===== src/rtl/ibex_wb_pipe.sv =====
// ibex_wb_pipe
// Writeback stage directly downstream of EX. It holds one instruction, captures
// the EX result or waits for the LSU response, and drives the single
// register-file write port. It also provides ID with a forwarding path from the
// held EX result, and pulses instr_done_wb_o once per retired instruction.
//
// Ports
//   clk_i, rst_ni             clock, asynchronous active-low reset
//   en_wb_i                   ID/EX offers an instruction (taken when ready_wb_o=1)
//   instr_type_wb_i [1:0]     00 reg-result, 01 load, 10 store, 11 treated as 00
//   rf_we_id_i                instruction writes a register
//   rf_waddr_id_i [4:0]       destination register
//   rf_wdata_id_i [31:0]      EX result, sampled on accept
//   lsu_resp_valid_i          LSU response for the held load/store
//   lsu_resp_err_i            LSU response carries a bus error
//   rf_wdata_lsu_i [31:0]     load data, valid with lsu_resp_valid_i
//   ready_wb_o                WB can accept en_wb_i this cycle
//   rf_we_wb_o, rf_waddr_wb_o, rf_wdata_wb_o   register-file write port
//   fwd_valid_wb_o, rf_wdata_fwd_wb_o          forwarding of held EX result
//   outstanding_load_wb_o     waiting on a load response
//   instr_done_wb_o           one-cycle pulse per retired instruction
//   lsu_resp_spurious_o       LSU response arrived with no load/store held

module ibex_wb_pipe #(
  parameter bit ResetAll  = 1'b0,
  parameter bit ForwardEn = 1'b1
) (
  input  logic        clk_i,
  input  logic        rst_ni,
  input  logic        en_wb_i,
  input  logic [1:0]  instr_type_wb_i,
  input  logic        rf_we_id_i,
  input  logic [4:0]  rf_waddr_id_i,
  input  logic [31:0] rf_wdata_id_i,
  input  logic        lsu_resp_valid_i,
  input  logic        lsu_resp_err_i,
  input  logic [31:0] rf_wdata_lsu_i,
  output logic        ready_wb_o,
  output logic        rf_we_wb_o,
  output logic [4:0]  rf_waddr_wb_o,
  output logic [31:0] rf_wdata_wb_o,
  output logic        fwd_valid_wb_o,
  output logic [31:0] rf_wdata_fwd_wb_o,
  output logic        outstanding_load_wb_o,
  output logic        instr_done_wb_o,
  output logic        lsu_resp_spurious_o
);

  typedef enum logic [1:0] {
    WB_EMPTY = 2'd0,
    WB_REG   = 2'd1,
    WB_LOAD  = 2'd2,
    WB_STORE = 2'd3
  } wb_state_e;

  wb_state_e   state_q, state_d;
  logic        rf_we_q;
  logic [4:0]  waddr_q;
  logic [31:0] wdata_q;

  logic        lsu_state;
  logic        done;
  logic        accept;

  assign lsu_state = (state_q == WB_LOAD) || (state_q == WB_STORE);
  assign done      = (state_q == WB_REG) || (lsu_state && lsu_resp_valid_i);
  assign accept    = en_wb_i && ready_wb_o;

  // State register
  always_ff @(posedge clk_i or negedge rst_ni) begin
    if (!rst_ni) begin
      state_q <= WB_EMPTY;
    end else begin
      state_q <= state_d;
    end
  end

  // Next state: a new instruction overrides retirement so done+accept
  // moves straight into the new instruction's state without a bubble.
  always_comb begin
    state_d = state_q;
    if (accept) begin
      unique case (instr_type_wb_i)
        2'b01:   state_d = WB_LOAD;
        2'b10:   state_d = WB_STORE;
        default: state_d = WB_REG;
      endcase
    end else if (done) begin
      state_d = WB_EMPTY;
    end
  end

  // Write-enable is control state, so it is always reset. Writes to x0 are
  // squashed here once instead of at every use.
  always_ff @(posedge clk_i or negedge rst_ni) begin
    if (!rst_ni) begin
      rf_we_q <= 1'b0;
    end else if (accept) begin
      rf_we_q <= rf_we_id_i && (rf_waddr_id_i != 5'd0);
    end
  end

  // Address/data registers only carry a reset when ResetAll asks for it.
  if (ResetAll) begin : g_data_rst
    always_ff @(posedge clk_i or negedge rst_ni) begin
      if (!rst_ni) begin
        waddr_q <= 5'd0;
        wdata_q <= 32'd0;
      end else if (accept) begin
        waddr_q <= rf_waddr_id_i;
        wdata_q <= rf_wdata_id_i;
      end
    end
  end else begin : g_data_norst
    always_ff @(posedge clk_i) begin
      if (accept) begin
        waddr_q <= rf_waddr_id_i;
        wdata_q <= rf_wdata_id_i;
      end
    end
  end

  // Outputs. Load data passes straight through in the response cycle and
  // is never forwarded; ID stalls on outstanding_load_wb_o instead.
  always_comb begin
    ready_wb_o            = (state_q == WB_EMPTY) || done;
    rf_we_wb_o            = 1'b0;
    rf_waddr_wb_o         = waddr_q;
    rf_wdata_wb_o         = wdata_q;
    fwd_valid_wb_o        = 1'b0;
    rf_wdata_fwd_wb_o     = wdata_q;
    outstanding_load_wb_o = 1'b0;
    instr_done_wb_o       = done;
    lsu_resp_spurious_o   = lsu_resp_valid_i && !lsu_state;
    unique case (state_q)
      WB_EMPTY: begin
        if (ResetAll) begin
          rf_waddr_wb_o = 5'd0;
          rf_wdata_wb_o = 32'd0;
        end
      end
      WB_REG: begin
        rf_we_wb_o     = rf_we_q;
        fwd_valid_wb_o = ForwardEn && rf_we_q;
      end
      WB_LOAD: begin
        rf_we_wb_o            = lsu_resp_valid_i && rf_we_q && !lsu_resp_err_i;
        rf_wdata_wb_o         = rf_wdata_lsu_i;
        outstanding_load_wb_o = 1'b1;
      end
      WB_STORE: begin
        rf_we_wb_o = 1'b0;
      end
      default: begin
        rf_we_wb_o = 1'b0;
      end
    endcase
  end

endmodule


===== config.mk =====
export PLATFORM = sky130hd
export DESIGN_NAME = ibex_wb_pipe
export DESIGN_NICKNAME = d
export VERILOG_FILES = /design/src/rtl/ibex_wb_pipe.sv
export SDC_FILE = /design/constraint.sdc
export NUM_CORES = 1
export LEC_CHECK = 0
export CORE_MARGIN = 2
export CORE_UTILIZATION = 32
export CTS_CLUSTER_SIZE = 8
export DETAILED_ROUTE_END_ITERATION = 12
export HOLD_SLACK_MARGIN = 0.03
export PLACE_DENSITY = 0.81
export SYNTH_ARGS = -nofsm -noshare
export SYNTH_HDL_FRONTEND = slang
export SYNTH_SLANG_ARGS = --single-unit

===== constraint.sdc =====
create_clock -name clk_i -period 2.7 [get_ports clk_i]
set_input_delay 0.54 -clock clk_i [delete_from_list [all_inputs] [get_ports clk_i]]
set_output_delay 0.54 -clock clk_i [all_outputs]
set_load 0.02 [all_outputs]

==> results of run 1 <==
-- routing by layer --
metal	GRT usage, %	vias to the layer above
met1	16.6	722
met4	3.16	0
li1	-	707
met2	33.3	68
met5	0	-
met3	4.25	2
-- metrics by stage --
step / instances / utilization, % / area (um2) / hold slack (ns)
floorplan: 102 / - / 1760 / 0.244
global placement: 326 / 63.0 / 3410 / 0.539
detailed placement: 326 / 63.0 / 3410 / 0.559
CTS: 334 / 64.7 / 3500 / 0.425
global route: 334 / 64.7 / 3500 / 0.428
finish: 334 / 64.7 / 3500 / 0.433
-- worst max-delay path: stages --
cell	delay, ns
clkdlybuf4s50_1	0.42
mux2_4	0.28
or2_2	0.28
clkdlybuf4s50_1	0.54
-- path summary, 6_finish.rpt --
kind                             startpoint               endpoint  slack, ns
hold / removal                       rst_ni             state_q[0]       0.43
hold reg to reg                     rf_we_q                rf_we_q       0.56
setup reg to reg                 state_q[1]  rf_wdata_fwd_wb_o[11]       1.02
setup / recovery           lsu_resp_valid_i             ready_wb_o       0.11
min in group clk_i                  rf_we_q                rf_we_q       0.56
max in group asynchronous            rst_ni                rf_we_q       2.13
-- cell type report --
| class | count | area, um2 |
|---|---|---|
| Clock inverter | 1 | 30.0 |
| Clock buffer | 7 | 96.3 |
| Inverter | 6 | 22.5 |
| Fill cell | 450 | 1910 |
| Sequential cell | 40 | 1190 |
| Multi-Input combinational cell | 52 | 537 |
| Tap cell | 72 | 90.1 |
| Timing Repair Buffer | 156 | 1530 |
-- cells in the final DEF, fill, tap and decap left out --
| master | Yosys | routed |
|---|---|---|
| a211oi_1 | 1 | 1 |
| mux2_4 | 1 | 1 |
| edfxtp_1 | 37 | 37 |
| buf_12 | 0 | 2 |
| a31oi_1 | 1 | 1 |
| dfrtp_1 | 3 | 3 |
| o21bai_1 | 2 | 2 |
| inv_1 | 6 | 6 |
| o21ai_1 | 1 | 1 |
| mux2i_1 | 1 | 1 |
| nor2_1 | 1 | 1 |
| clkbuf_8 | 0 | 7 |
| ha_1 | 5 | 4 |
| o21ai_2 | 1 | 1 |
| or2_2 | 1 | 1 |
| nand2_1 | 1 | 1 |
| dlygate4sd2_1 | 0 | 32 |
| mux2_2 | 32 | 32 |
| and2_1 | 1 | 1 |
| clkdlybuf4s50_1 | 0 | 119 |
| buf_4 | 0 | 3 |
| or4_1 | 1 | 1 |
| a2111oi_0 | 1 | 1 |
| nor3b_1 | 1 | 1 |
| bufinv_16 | 0 | 1 |
| ha_2 | 0 | 1 |
-- kinds of logic after synthesis --
group | synth area share (%)
mux | 21.9
compound gates | 2.91
flops | 67.3
simple gates | 1.99
buf+inv | 2.41
fa+ha+maj | 3.55
-- power by group --
group	total (mW)	switching, mW	internal [mW]
Combinational	0.932	0.455	0.476
Sequential	0.823	0.0433	0.780
Clock	0.515	0.189	0.326
-- registers in the layout, summed over array words and instances (netlist names) --
name and flops:
rf_waddr_wb_o 5, rf_we_q 1, rf_wdata_fwd_wb_o 32, state_q 2
==> out/summary.txt, run 1 <==
Outcome = finished, final reports clean
Leakage = 1.34 nW
# hold bufs at CTS = 0
Max Transition Viols Final = 0
Crit path max fanout = 3
Routed wl met2 = 3070 um
Antenna Nets Post-Route = 0
DIE WIDTH = 78.2 um
M1 wire length = 1800 um
Die Y-Extent = 78.2 um
Critical Path End Type = primary output
Worst rel slew slack = 74.8%
Worst min path class = in -> async
Clk slew on worst S/H paths = 0.07 ns
RSZ-0062 raised after global routing = false
Cell with the most instances after synthesis = edfxtp_1
Peak supply drop = 0.000366 V
Vias/cell = 4.49
Clock Path Buffers = 2
DP Wirelength = 4300 um
Worst-Margin Slew = 0.369 ns
Dpl ws = 0.109 ns
Via Count = 1499
Final Power = 2.27 mW
Most frequent cells after synthesis = edfxtp_1 (37), mux2_2 (32), inv_1 (6)
WL met3 = 333 um
Final Hold Viols = 0
Syn_nets = 184
Mapped cell area = 1760 um2
Largest net degree at the start of global routing = 26
Leading area contributor after synthesis = edfxtp_1
Worst skew pair latency = 0.28 ns
Req. time, crit path = 2.16 ns
Top post-synthesis cells by area = edfxtp_1 (63%), mux2_2 (20%), dfrtp_1 (4.3%)
Final-stage net count = 343
Minimum clock period = 2.59 ns
Fmax = 386 MHz
Power Density = 650 nW/um2
Ant. Diodes = 0
Core area = 5410 um2
Seq/Total Area, Yosys = 67.3%
DRC = 0
# port buffers = 151
Layout cell share with drive strength beyond 1 = 18.7%
Gpl congestion = 0.784
Final period util = 96.1%
GR Overflow Total = 0
Initial drt markers = 34
Ys async rst share = 7.50%
Synthesized area per cell = 17.3 um2
Post-synth top area share = 63.0%
EDFF count, synth = 37
Nature of the critical path startpoint = input pin
Max Cap Viol = 0
Initial antenna violation count = 0
Root buf cell = clkbuf_8
Setup ws final = 0.106 ns
Row count = 27
Wire length per cell = 15.6 um
R2R depth = 5
First-pass GRT wire length = 7790 um
Critical Path AT = 2.05 ns
Synth Warn # = 0
Total wire length = 5220 um
Vias in the first global route = 1619
Drt pass-1 iters = 4
Skew final = 0.00459 ns
Post-CTS setup buffers = 0
Num CTS Buffers = 5
Top Ports = 152
GRT Util Overall = 16.4%
TritonCTS clock tree = yes
Htree depth = 2
Post-CTS sizing = 33
FF+latch count, synth = 40
Synth Flop Type = edfxtp_1
P&R area growth vs syn = 98.3%
Total Die Area = 6120 um2
Uppermost routed layer = met4
Setup TNS = 0 ns
Synthesized instance count = 102
Num Clock Sinks = 40
Initial core utilization = 32.6%
Critical path type = in -> out
Final setup violating endpoints = 0
Synth cell types = 20
Note: power is estimated with default switching activity, not from simulation.
==> run 2: changes to the inputs <==
- CORE_UTILIZATION: 32 -> 33
- CTS_BUF_LIST: default -> sky130_fd_sc_hd__clkbuf_8
- PLACE_DENSITY: 0.81 -> 0.83
- RECOVER_POWER: default -> 25
- SLEW_MARGIN: default -> 20
==> out/summary.txt, run 2 (synthesis gave the netlist of run 1 again) <==
Outcome = finished, final reports clean
Ant. Diodes = 0 (unchanged)
Antenna Nets Post-Route = 0 (unchanged)
DRC = 0 (unchanged)
Initial antenna violation count = 0 (unchanged)
Critical Path End Type = primary output
Total Die Area = 5940 um2 (-2.9%)
Root buf cell = clkbuf_8
Top Ports = 152 (unchanged)
Largest net degree at the start of global routing = 38 (+46%)
# hold bufs at CTS = 0 (unchanged)
Vias/cell = 4.60 (+2.4%)
Peak supply drop = 0.000341 V (-7.0%)
Final period util = 97.7% (+1.6 points)
P&R area growth vs syn = 100%
Sw frac = 32.6% (+2.3 points)
Num Clock Sinks = 40 (unchanged)
DIE WIDTH = 77.1 um (-1.5%)
Drt pass-1 iters = 4 (unchanged)
Vias in the first global route = 1586 (-2.0%)
Seq pwr share = 38.2% (+1.9 points)
Crit path max fanout = 3 (unchanged)
Core area = 5140 um2 (-4.9%)
Final setup violating endpoints = 0 (unchanged)
# port buffers = 151 (unchanged)
Critical path type = in -> out
M1 wire length = 2280 um (+27%)
Htree depth = 2 (unchanged)
Setup TNS = 0 ns (unchanged)
WL met3 = 523 um (+57%)
Worst-Margin Slew = 0.431 ns (+0.0623 ns)
RR Startpoint = state_q[1]
Minimum clock period = 2.64 ns (+0.0444 ns)
First-pass GRT wire length = 8650 um (+11%)
GRT Util Overall = 19.5% (+3.1 points)
Nature of the critical path startpoint = input pin
Final-stage net count = 342 (-0.29%)
Worst min path class = in -> async
Combinational power share = 44.6% (+3.6 points)
Most frequent cells in the layout = clkdlybuf4s50_1 (83), edfxtp_1 (37), dlygate4sd3_1 (36)
Crit path from = lsu_resp_valid_i
Gpl congestion = 0.772 (-1.6%)
TritonCTS clock tree = yes
Total wire length = 5850 um (+12%)
GR Overflow Total = 0 (unchanged)
Uppermost routed layer = met4
Post-CTS sizing = 3 (-91%)
Worst rel slew slack = 70.5% (-4.3 points)
Clk slew on worst S/H paths = 0.07 ns (about the same)
Fmax = 379 MHz (-1.7%)
Max Transition Viols Final = 0 (unchanged)
DP Wirelength = 4510 um (+4.9%)
Routed wl met2 = 2950 um (-3.7%)
Max reg flops = 32 (unchanged)
Layout cell share with drive strength beyond 1 = 17.7% (-1.0 points)
Final Hold Viols = 0 (unchanged)
Max Cap Viol = 0 (unchanged)
Critical Path AT = 2.10 ns (+0.05 ns)
Wire length per cell = 17.7 um (+14%)
Row count = 26 (-3.7%)
Leakage = 1.55 nW (+16%)
Initial core utilization = 34.3% (+1.7 points)
Switch Pwr = 0.701 mW (+1.9%)
RSZ-0062 raised after global routing = false
Req. time, crit path = 2.16 ns (about the same)
Hold_ws = 0.497 ns (+0.0638 ns)
Post-CTS setup buffers = 0 (unchanged)
Via Count = 1517 (+1.2%)
Internal = 1.45 mW (-8.3%)
Worst skew pair latency = 0.29 ns (about the same)
Num CTS Buffers = 5 (unchanged)
Clock share of power = 17.2% (-5.5 points)
Clock Path Buffers = 2 (unchanged)
Initial drt markers = 70 (+110%)
Skew final = 0.00556 ns (+0.000965 ns)
Power Density = 609 nW/um2 (-6.2%)
Commonest non-fill, non-tap cell in the layout = clkdlybuf4s50_1
Die Y-Extent = 77.1 um (-1.5%)
run 2: changes by cell type in the layout (fill, tap and decap cells not counted), sizes merged:
cell / change
clkinv: +1
clkdlybuf4s50: -36
buf: -1
inv: +1
dlymetal6s2s: +29
bufinv: -1
dlygate4sd2: -29
dlygate4sd3: +36
clkbuf: -2
run 2: area by class of cell:
| class | count | area [um2] |
|---|---|---|
| Multi-Input combinational cell | 52 | 537 |
| Timing Repair Buffer | 155 | 1620 |
| Clock inverter | 2 | 8.76 |
| Clock buffer | 5 | 68.8 |
| Tap cell | 70 | 87.6 |
| Fill cell | 394 | 1610 |
| Sequential cell | 40 | 1190 |
| Inverter | 6 | 22.5 |
run 2: stage by stage:
step / cells / util (%) / total power, mW / worst slack (ns) / instance area (um2)
detailed placement: 323 / 65.9 / 1.84 / 0.0697 / 3390
floorplan: 102 / - / 1.31 / 0.530 / 1760
global placement: 323 / 65.9 / 1.82 / 0.109 / 3390
finish: 330 / 68.7 / 2.15 / 0.0619 / 3530
global route: 330 / 68.7 / 2.25 / 0.0334 / 3530
CTS: 330 / 67.3 / 2.20 / 0.00900 / 3460
run 2: power by group through the flow:
stage,combinational [mW],clock [mW],sequential [mW]
floorplan,0.396,0,0.915
global placement,0.991,0,0.832
detailed placement,1.00,0,0.836
CTS,1.00,0.378,0.822
global route,1.01,0.409,0.834
finish,0.959,0.371,0.822
run 2: per-layer routing:
layer | up-vias | global-route usage [%]
li1 | 701 | -
met1 | 722 | 21.1
met2 | 87 | 34.4
met3 | 7 | 8.00
met4 | 0 | 6.79
met5 | - | 0
run 2: worst paths after layout:
kind                                    endpoint  slack, ns  cells past startpoint
setup reg to reg           rf_wdata_fwd_wb_o[30]       0.96                      5
setup / recovery                      ready_wb_o       0.06                      4
min in group clk_i                       rf_we_q       0.55                      2
hold / removal                        state_q[1]       0.50                      1
max in group asynchronous             state_q[0]       2.06                      1
hold reg to reg                          rf_we_q       0.55                      2
run 2: critical path: stages:
cell             delay (ns)
clkdlybuf4s50_1        0.45
mux2_4                 0.29
or2_2                  0.27
clkdlybuf4s50_1        0.54
